<file path="src/rtl/tlb_maint_if.sv">
// Request/response channel between the CP0/exception stage (master) and the TLB maintenance unit (slave).
interface tlb_maint_if;
    logic        req_valid;
    logic        req_ready;
    logic [1:0]  req_op;
    logic [31:0] index_i;
    logic [31:0] entryhi_i;
    logic [31:0] entrylo0_i;
    logic [31:0] entrylo1_i;
    logic [31:0] pagemask_i;
    logic        resp_valid;
    logic        resp_ready;
    logic [1:0]  resp_op;
    logic [31:0] index_o;
    logic [31:0] entryhi_o;
    logic [31:0] entrylo0_o;
    logic [31:0] entrylo1_o;
    logic [31:0] pagemask_o;

    modport master (
        output req_valid, req_op, index_i, entryhi_i, entrylo0_i, entrylo1_i, pagemask_i, resp_ready,
        input  req_ready, resp_valid, resp_op, index_o, entryhi_o, entrylo0_o, entrylo1_o, pagemask_o
    );

    modport slave (
        input  req_valid, req_op, index_i, entryhi_i, entrylo0_i, entrylo1_i, pagemask_i, resp_ready,
        output req_ready, resp_valid, resp_op, index_o, entryhi_o, entrylo0_o, entrylo1_o, pagemask_o
    );
endinterface

</file>
<file path="src/rtl/tlb_maint_unit.sv">
// Joint-TLB maintenance unit: TLBWI / TLBR / TLBP (one entry per cycle) and the entry array.
// Optional macro TLB_RANDOM_EN turns op 00 into TLBWR using an internal Random counter.
module tlb_maint_unit #(
    parameter int unsigned TLB_ENTRIES = 16,
    parameter int unsigned IDX_W       = 4
) (
    input  logic                        clk,
    input  logic                        rst,
    tlb_maint_if.slave                  bus,
    output logic [TLB_ENTRIES*90-1:0]   tlb_flat_o
);
    localparam int unsigned ENT_W = 90;

    typedef enum logic [2:0] {S_IDLE, S_WRITE, S_READ, S_PROBE, S_RESP} state_e;

    typedef struct packed {
        logic [18:0] vpn2;
        logic [7:0]  asid;
        logic [11:0] mask;
        logic        g;
        logic [19:0] pfn0;
        logic [2:0]  c0;
        logic        d0;
        logic        v0;
        logic [19:0] pfn1;
        logic [2:0]  c1;
        logic        d1;
        logic        v1;
    } tlb_entry_t;

    state_e             state_q, state_d;
    tlb_entry_t         entries_q [TLB_ENTRIES];
    logic [1:0]         resp_op_q;
    logic [18:0]        vpn2_q;
    logic [7:0]         asid_q;
    logic [11:0]        mask_q;
    logic [25:0]        lo0_q, lo1_q;
    logic [IDX_W-1:0]   widx_q;
    logic [IDX_W-1:0]   cnt_q;
    logic               cmp_vld_q, cmp_hit_q;
    logic [IDX_W-1:0]   cmp_idx_q;
    logic [31:0]        idx_res_q, hi_res_q, lo0_res_q, lo1_res_q, pm_res_q;
    tlb_entry_t         wr_entry, rd_entry, pr_entry;
    logic               pr_match_c, probe_done_c;

`ifdef TLB_RANDOM_EN
    logic [IDX_W-1:0]   random_q;

    always_ff @(posedge clk or posedge rst) begin
        if (rst) random_q <= IDX_W'(TLB_ENTRIES - 1);
        else     random_q <= random_q - IDX_W'(1);
    end
`endif

    assign wr_entry = '{vpn2: vpn2_q, asid: asid_q, mask: mask_q, g: lo0_q[0] & lo1_q[0],
                        pfn0: lo0_q[25:6], c0: lo0_q[5:3], d0: lo0_q[2], v0: lo0_q[1],
                        pfn1: lo1_q[25:6], c1: lo1_q[5:3], d1: lo1_q[2], v1: lo1_q[1]};
    assign rd_entry = entries_q[widx_q];
    assign pr_entry = entries_q[cnt_q];
    assign pr_match_c = (pr_entry.vpn2 == vpn2_q) && ((pr_entry.asid == asid_q) || pr_entry.g);
    // Compare results are registered, so the decision trails the scanned index by one cycle.
    assign probe_done_c = cmp_vld_q && (cmp_hit_q || (cmp_idx_q == IDX_W'(TLB_ENTRIES - 1)));

    always_ff @(posedge clk or posedge rst) begin
        if (rst) state_q <= S_IDLE;
        else     state_q <= state_d;
    end

    always_comb begin
        state_d = state_q;
        case (state_q)
            S_IDLE: if (bus.req_valid) begin
                case (bus.req_op)
                    2'b01:   state_d = S_WRITE;
                    2'b10:   state_d = S_READ;
                    2'b11:   state_d = S_PROBE;
`ifdef TLB_RANDOM_EN
                    default: state_d = S_WRITE;
`else
                    default: state_d = S_RESP;
`endif
                endcase
            end
            S_WRITE, S_READ: state_d = S_RESP;
            S_PROBE: if (probe_done_c) state_d = S_RESP;
            S_RESP:  if (bus.resp_ready) state_d = S_IDLE;
            default: state_d = S_IDLE;
        endcase
    end

    always_comb begin
        bus.req_ready  = 1'b0;
        bus.resp_valid = 1'b0;
        case (state_q)
            S_IDLE:  bus.req_ready  = 1'b1;
            S_RESP:  bus.resp_valid = 1'b1;
            default: ;
        endcase
        bus.resp_op    = resp_op_q;
        bus.index_o    = idx_res_q;
        bus.entryhi_o  = hi_res_q;
        bus.entrylo0_o = lo0_res_q;
        bus.entrylo1_o = lo1_res_q;
        bus.pagemask_o = pm_res_q;
    end

    // Operand latch, read/probe results and the probe scan pipeline.
    always_ff @(posedge clk or posedge rst) begin
        if (rst) begin
            resp_op_q <= '0;
            vpn2_q    <= '0;
            asid_q    <= '0;
            mask_q    <= '0;
            lo0_q     <= '0;
            lo1_q     <= '0;
            widx_q    <= '0;
            cnt_q     <= '0;
            cmp_vld_q <= 1'b0;
            cmp_hit_q <= 1'b0;
            cmp_idx_q <= '0;
            idx_res_q <= '0;
            hi_res_q  <= '0;
            lo0_res_q <= '0;
            lo1_res_q <= '0;
            pm_res_q  <= '0;
        end else begin
            case (state_q)
                S_IDLE: if (bus.req_valid) begin
                    resp_op_q <= bus.req_op;
                    vpn2_q    <= bus.entryhi_i[31:13];
                    asid_q    <= bus.entryhi_i[7:0];
                    mask_q    <= bus.pagemask_i[24:13];
                    lo0_q     <= bus.entrylo0_i[25:0];
                    lo1_q     <= bus.entrylo1_i[25:0];
                    widx_q    <= bus.index_i[IDX_W-1:0];
`ifdef TLB_RANDOM_EN
                    if (bus.req_op == 2'b00) widx_q <= random_q;
`endif
                    cnt_q     <= '0;
                    cmp_vld_q <= 1'b0;
                    idx_res_q <= '0;
                    hi_res_q  <= '0;
                    lo0_res_q <= '0;
                    lo1_res_q <= '0;
                    pm_res_q  <= '0;
                end
                S_WRITE: begin
`ifdef TLB_RANDOM_EN
                    if (resp_op_q == 2'b00) idx_res_q <= 32'(widx_q);
`endif
                end
                S_READ: begin
                    hi_res_q  <= {rd_entry.vpn2, 5'b0, rd_entry.asid};
                    lo0_res_q <= {6'b0, rd_entry.pfn0, rd_entry.c0, rd_entry.d0, rd_entry.v0, rd_entry.g};
                    lo1_res_q <= {6'b0, rd_entry.pfn1, rd_entry.c1, rd_entry.d1, rd_entry.v1, rd_entry.g};
                    pm_res_q  <= {7'b0, rd_entry.mask, 13'b0};
                end
                S_PROBE: begin
                    cnt_q     <= cnt_q + IDX_W'(1);
                    cmp_vld_q <= 1'b1;
                    cmp_hit_q <= pr_match_c;
                    cmp_idx_q <= cnt_q;
                    if (probe_done_c)
                        idx_res_q <= cmp_hit_q ? 32'(cmp_idx_q) : 32'h8000_0000;
                end
                default: ;
            endcase
        end
    end

    always_ff @(posedge clk or posedge rst) begin
        if (rst) begin
            for (int i = 0; i < TLB_ENTRIES; i++) entries_q[i] <= '0;
        end else if (state_q == S_WRITE) begin
            entries_q[widx_q] <= wr_entry;
        end
    end

    always_comb begin
        tlb_flat_o = '0;
        for (int i = 0; i < TLB_ENTRIES; i++) tlb_flat_o[i*ENT_W +: ENT_W] = entries_q[i];
    end
endmodule

</file>
<file path="src/flat_wrapper.sv">
// flat-port wrapper written by rule: the top's interface ports become plain ports
module tlb_maint_unit_flat 
#(
    parameter int unsigned TLB_ENTRIES = 16,
    parameter int unsigned IDX_W       = 4
)
  (clk, rst, tlb_flat_o, bus_req_valid, bus_req_op, bus_index_i, bus_entryhi_i, bus_entrylo0_i, bus_entrylo1_i, bus_pagemask_i, bus_resp_ready, bus_req_ready, bus_resp_valid, bus_resp_op, bus_index_o, bus_entryhi_o, bus_entrylo0_o, bus_entrylo1_o, bus_pagemask_o);
  tlb_maint_if bus_i ();
  input  logic clk;
  input  logic rst;
  output logic [TLB_ENTRIES*90-1:0] tlb_flat_o;
  input wire logic [$bits(bus_i.req_valid)-1:0] bus_req_valid;
  input wire logic [$bits(bus_i.req_op)-1:0] bus_req_op;
  input wire logic [$bits(bus_i.index_i)-1:0] bus_index_i;
  input wire logic [$bits(bus_i.entryhi_i)-1:0] bus_entryhi_i;
  input wire logic [$bits(bus_i.entrylo0_i)-1:0] bus_entrylo0_i;
  input wire logic [$bits(bus_i.entrylo1_i)-1:0] bus_entrylo1_i;
  input wire logic [$bits(bus_i.pagemask_i)-1:0] bus_pagemask_i;
  input wire logic [$bits(bus_i.resp_ready)-1:0] bus_resp_ready;
  output wire logic [$bits(bus_i.req_ready)-1:0] bus_req_ready;
  output wire logic [$bits(bus_i.resp_valid)-1:0] bus_resp_valid;
  output wire logic [$bits(bus_i.resp_op)-1:0] bus_resp_op;
  output wire logic [$bits(bus_i.index_o)-1:0] bus_index_o;
  output wire logic [$bits(bus_i.entryhi_o)-1:0] bus_entryhi_o;
  output wire logic [$bits(bus_i.entrylo0_o)-1:0] bus_entrylo0_o;
  output wire logic [$bits(bus_i.entrylo1_o)-1:0] bus_entrylo1_o;
  output wire logic [$bits(bus_i.pagemask_o)-1:0] bus_pagemask_o;
  assign bus_i.req_valid = bus_req_valid;
  assign bus_i.req_op = bus_req_op;
  assign bus_i.index_i = bus_index_i;
  assign bus_i.entryhi_i = bus_entryhi_i;
  assign bus_i.entrylo0_i = bus_entrylo0_i;
  assign bus_i.entrylo1_i = bus_entrylo1_i;
  assign bus_i.pagemask_i = bus_pagemask_i;
  assign bus_i.resp_ready = bus_resp_ready;
  assign bus_req_ready = bus_i.req_ready;
  assign bus_resp_valid = bus_i.resp_valid;
  assign bus_resp_op = bus_i.resp_op;
  assign bus_index_o = bus_i.index_o;
  assign bus_entryhi_o = bus_i.entryhi_o;
  assign bus_entrylo0_o = bus_i.entrylo0_o;
  assign bus_entrylo1_o = bus_i.entrylo1_o;
  assign bus_pagemask_o = bus_i.pagemask_o;
  tlb_maint_unit #(.TLB_ENTRIES(TLB_ENTRIES), .IDX_W(IDX_W)) u_core (.clk(clk), .rst(rst), .bus(bus_i), .tlb_flat_o(tlb_flat_o));
endmodule
</file>
<file path="config.mk">
export PLATFORM = sky130hd
export DESIGN_NAME = tlb_maint_unit_flat
export DESIGN_NICKNAME = d
export VERILOG_FILES = /design/src/rtl/tlb_maint_if.sv /design/src/rtl/tlb_maint_unit.sv /design/src/flat_wrapper.sv
export SDC_FILE = /design/constraint.sdc
export NUM_CORES = 2
export LEC_CHECK = 0
export BUFFER_PORTS_ARGS = -buffer_cell sky130_fd_sc_hd__buf_2
export CORE_AREA = 2 2 689 691
export CTS_CLUSTER_DIAMETER = 120
export DETAILED_ROUTE_END_ITERATION = 10
export DIE_AREA = 0 0 691 693
export PLACE_DENSITY = 0.42
export SYNTH_ARGS = -nofsm -noshare
export SYNTH_HDL_FRONTEND = slang
export SYNTH_SLANG_ARGS = --single-unit
</file>
<file path="constraint.sdc">
create_clock -name clk -period 81.2 [get_ports clk]
set_input_delay 16.24 -clock clk [delete_from_list [all_inputs] [get_ports clk]]
set_output_delay 16.24 -clock clk [all_outputs]
set_load 0.01 [all_outputs]
</file>
==> impl_metrics.json <==
{
  "ys_seq_area_share_pct": 53.9,
  "rows": 253,
  "power_density_nw_per_um2": 35.8,
  "cts_buffers": 206,
  "crit_chain": "buf_2, inv_8, buf_4, buf_4, buf_4, buf_4, buf_4, buf_4, buf_4",
  "ctsRootBufferMaster": "clkbuf_16",
  "ant_nets": 0,
  "hold_ws_ns": 0.479,
  "dieArea_um2": 479000,
  "finalHoldViolations": 0,
  "drc": 0,
  "drtPass1Iterations": 5,
  "grt_overflow": 0,
  "netSwitchingFraction_pct": 41.8,
  "seqCellArea_um2": 41200,
  "clock.fmax_ghz": 0.0465,
  "yosys_warnings": 0,
  "critPathRequiredTime_ns": 82.05,
  "wl_mm": 462,
  "setup_tns_ns": 0,
  "slew_viol_final": 0,
  "ctsHoldBuffers": 0,
  "area_growth_pct": 28.8,
  "antenna_found_initial": 47,
  "status": "finished clean",
  "p_seq_share_pct": 37.9,
  "grt_most_used_layer": "met2",
  "hpwl_mm": 347,
  "drt_iter0_drc": 4722,
  "io_pins": 1770,
  "power.switching_mw": 1.47,
  "skew_ns": 0.0699,
  "vdd_drop_max_v": 0.0000198,
  "start_kind": "input port",
  "grt_start_max_net_pins": 149,
  "tritoncts": "yes",
  "crit_top_cell": "buf_4",
  "path_clk_slew_ns": 0.06,
  "cts_buffer_depth": 4,
  "multiInputGateArea_um2": 33000,
  "clkSinkCount": 1645,
  "routedWlPerCell_um": 34.2,
  "ctsResizeCount": 0,
  "finalWeightedCongestion": 0.859,
  "cts_setup_buffers": 0,
  "die_w_um": 691,
  "track_usage_pct": 18.6,
  "internal-power_mw": 2.05,
  "start_util_pct": 16.2,
  "vias": 57813,
  "htreeDepth": 4,
  "nets": 7245,
  "post_drt_via_cell_ratio": 4.28,
  "hp-class": "flop to flop",
  "fp.dieH_um": 693,
  "maxSlewHeadroom_pct": 21.0,
  "mostFrequentLayoutCell": "buf_2",
  "p_comb_share_pct": 35.1,
  "syn_inst": 5570,
  "grt.met3_usage_pct": 5.78,
  "fin_crit_sh_pct": 26.5,
  "avgSynthCellArea_um2": 13.7,
  "period_needed_ns": 21.52,
  "core-area_um2": 472000,
  "synth_seq_cells": 1645,
  "insertion_delay_ns": 0.94,
  "port_buffers": 1640,
  "rsz0062_at_grt": "no",
  "use_met2_pct": 31.1,
  "max_slew.worst_pin.slew_ns": 1.19,
  "met1_usage_pct": 22.0,
  "setup_viol": 0,
  "syn_area_um2": 76400,
  "grt_pass1_vias": 58409,
  "fillers": 51020,
  "power.total_mw": 3.52,
  "path_max_fanout": 81,
  "pwr-share-clk_pct": 27.0,
  "worstPathArrival_ns": 22.37,
  "maxCapViolations": 0,
  "critPathKind": "input port to async pin",
  "grt_pass1_wl_mm": 605,
  "slowest_delay_ns": 0.95,
  "endpoint_kind": "async pin",
  "drive_above_1_share_pct": 53.4,
  "synth_cell_type_count": 46,
  "power_leakage_nw": 49.5,
  "mostFrequentLayoutCells": "buf_2 (1640), dfrtp_1 (1637), nand2_1 (1302)",
  "slowest_stage": "buf_4",
  "rrSetupSlack_ns": 75.80
}
cells in the mapped netlist, drive strengths merged:
master / n / share of area (%)
ha: 1 / 0.016
and2: 4 / 0.033
o31ai: 1 / 0.0098
mux2i: 46 / 0.60
a21oi: 11 / 0.072
o21ai: 133 / 0.87
nand2: 1311 / 6.4
buf: 259 / 2.0
inv: 6 / 0.029
clkbuf: 298 / 1.5
or3: 3 / 0.025
xnor2: 11 / 0.13
o22ai: 11 / 0.090
conb: 1 / 0.0049
nand3b: 1 / 0.0098
nand4: 4 / 0.033
a22oi: 7 / 0.069
xor2: 10 / 0.11
nor2: 19 / 0.093
o221ai: 5 / 0.065
nor4: 3 / 0.025
mux4: 552 / 16
nor3b: 2 / 0.020
a41oi: 1 / 0.011
nand3: 13 / 0.085
dfrtp: 1645 / 54
and3b: 1 / 0.011
nor3: 14 / 0.098
o22a: 7 / 0.080
nor2b: 6 / 0.049
mux2: 1162 / 17
and3: 6 / 0.049
a221oi: 6 / 0.069
or2: 2 / 0.016
nand2b: 4 / 0.033
clkinv: 2 / 0.0098
o311ai: 1 / 0.011
a41o: 1 / 0.013
through the flow:
step | std cells | instance area, µm² | worst slack (ns) | utilization (%)
finish | 13505 | 98400 | 59.68 | 20.8
global route | 13492 | 98400 | 58.88 | 20.8
CTS | 13490 | 98400 | 59.52 | 20.8
detailed placement | 13117 | 91500 | 58.46 | 19.4
global placement | 13117 | 91500 | 58.69 | 19.4
floorplan | 5633 | 76600 | 18.54 | -
worst max-delay path: cells and delay by family:
family / cells / cell delay, ns
buffers and inverters: 9 / 5.75
area by class of cell:
class	instances	area share, %
Sequential cell	1645	41.9
Multi-Input combinational cell	3423	33.5
Timing Repair Buffer	1794	9.59
Tap cell	6247	7.94
Clock buffer	298	6.10
Clock inverter	75	0.893
Inverter	8	0.0381
Antenna cell	15	0.0381
registers in the layout, indices dropped and copies added, names as in the netlist:
register and count:
u_core.cmp_idx_q 4, u_core.bus.entryhi_o 27, u_core.lo0_q 26, u_core.bus.entrylo1_o 25
u_core.bus.pagemask_o 12, u_core.bus.entrylo0_o 26, u_core.bus.resp_op 2, u_core.tlb_flat_o 1440
u_core.bus.index_o 5, u_core.asid_q 8, u_core.cnt_q 4, u_core.vpn2_q 19
u_core.cmp_vld_q 1, u_core.widx_q 4, u_core.mask_q 12, u_core.lo1_q 26
u_core.cmp_hit_q 1, u_core.state_q 3
cells by family (layout without fill, tap and decap cells):
family	count (synthesis)	after routing	share of synthesized area [%]
multiplexers	1760	1760	34.0
AO/OA/AOI/OAI	184	184	1.36
XOR/XNOR	21	21	0.241
adder cells (fa/ha/maj)	1	1	0.0164
AND/OR/NAND/NOR	1393	1393	7.02
other	1	79	0.00491
flip-flops	1645	1645	53.9
buffers and inverters	565	2175	3.48
path summary, 6_finish.rpt:
kind                                         from                        to  depth (start not counted)
worst min-delay path             u_core.cmp_vld_q          u_core.cmp_vld_q                          2
worst min register to register   u_core.cmp_vld_q          u_core.cmp_vld_q                          2
min in group asynchronous                     rst          u_core.widx_q[1]                          2
worst max-delay path                          rst   u_core.tlb_flat_o[1276]                          9
worst max register to register   u_core.widx_q[0]  u_core.bus.entrylo0_o[1]                          8
max in group clk                u_core.state_q[0]             bus_req_ready                          2
metal layers:
layer	up-vias	part of all wire [%]	routed length (µm)
li1	22900	-	-
met1	31680	39	179000
met2	2557	48	222000
met3	668	8.0	36800
met4	8	5.2	24000
met5	-	0.012	54
power by group through the flow:
stage | sequential (mW) | combinational, mW | clock, mW
floorplan | 1.26 | 0.596 | 0
global placement | 1.33 | 1.26 | 0
detailed placement | 1.34 | 1.27 | 0
CTS | 1.33 | 1.27 | 0.976
global route | 1.37 | 1.30 | 1.01
finish | 1.34 | 1.24 | 0.950
No activity file was read; power rests on OpenSTA's default activity.
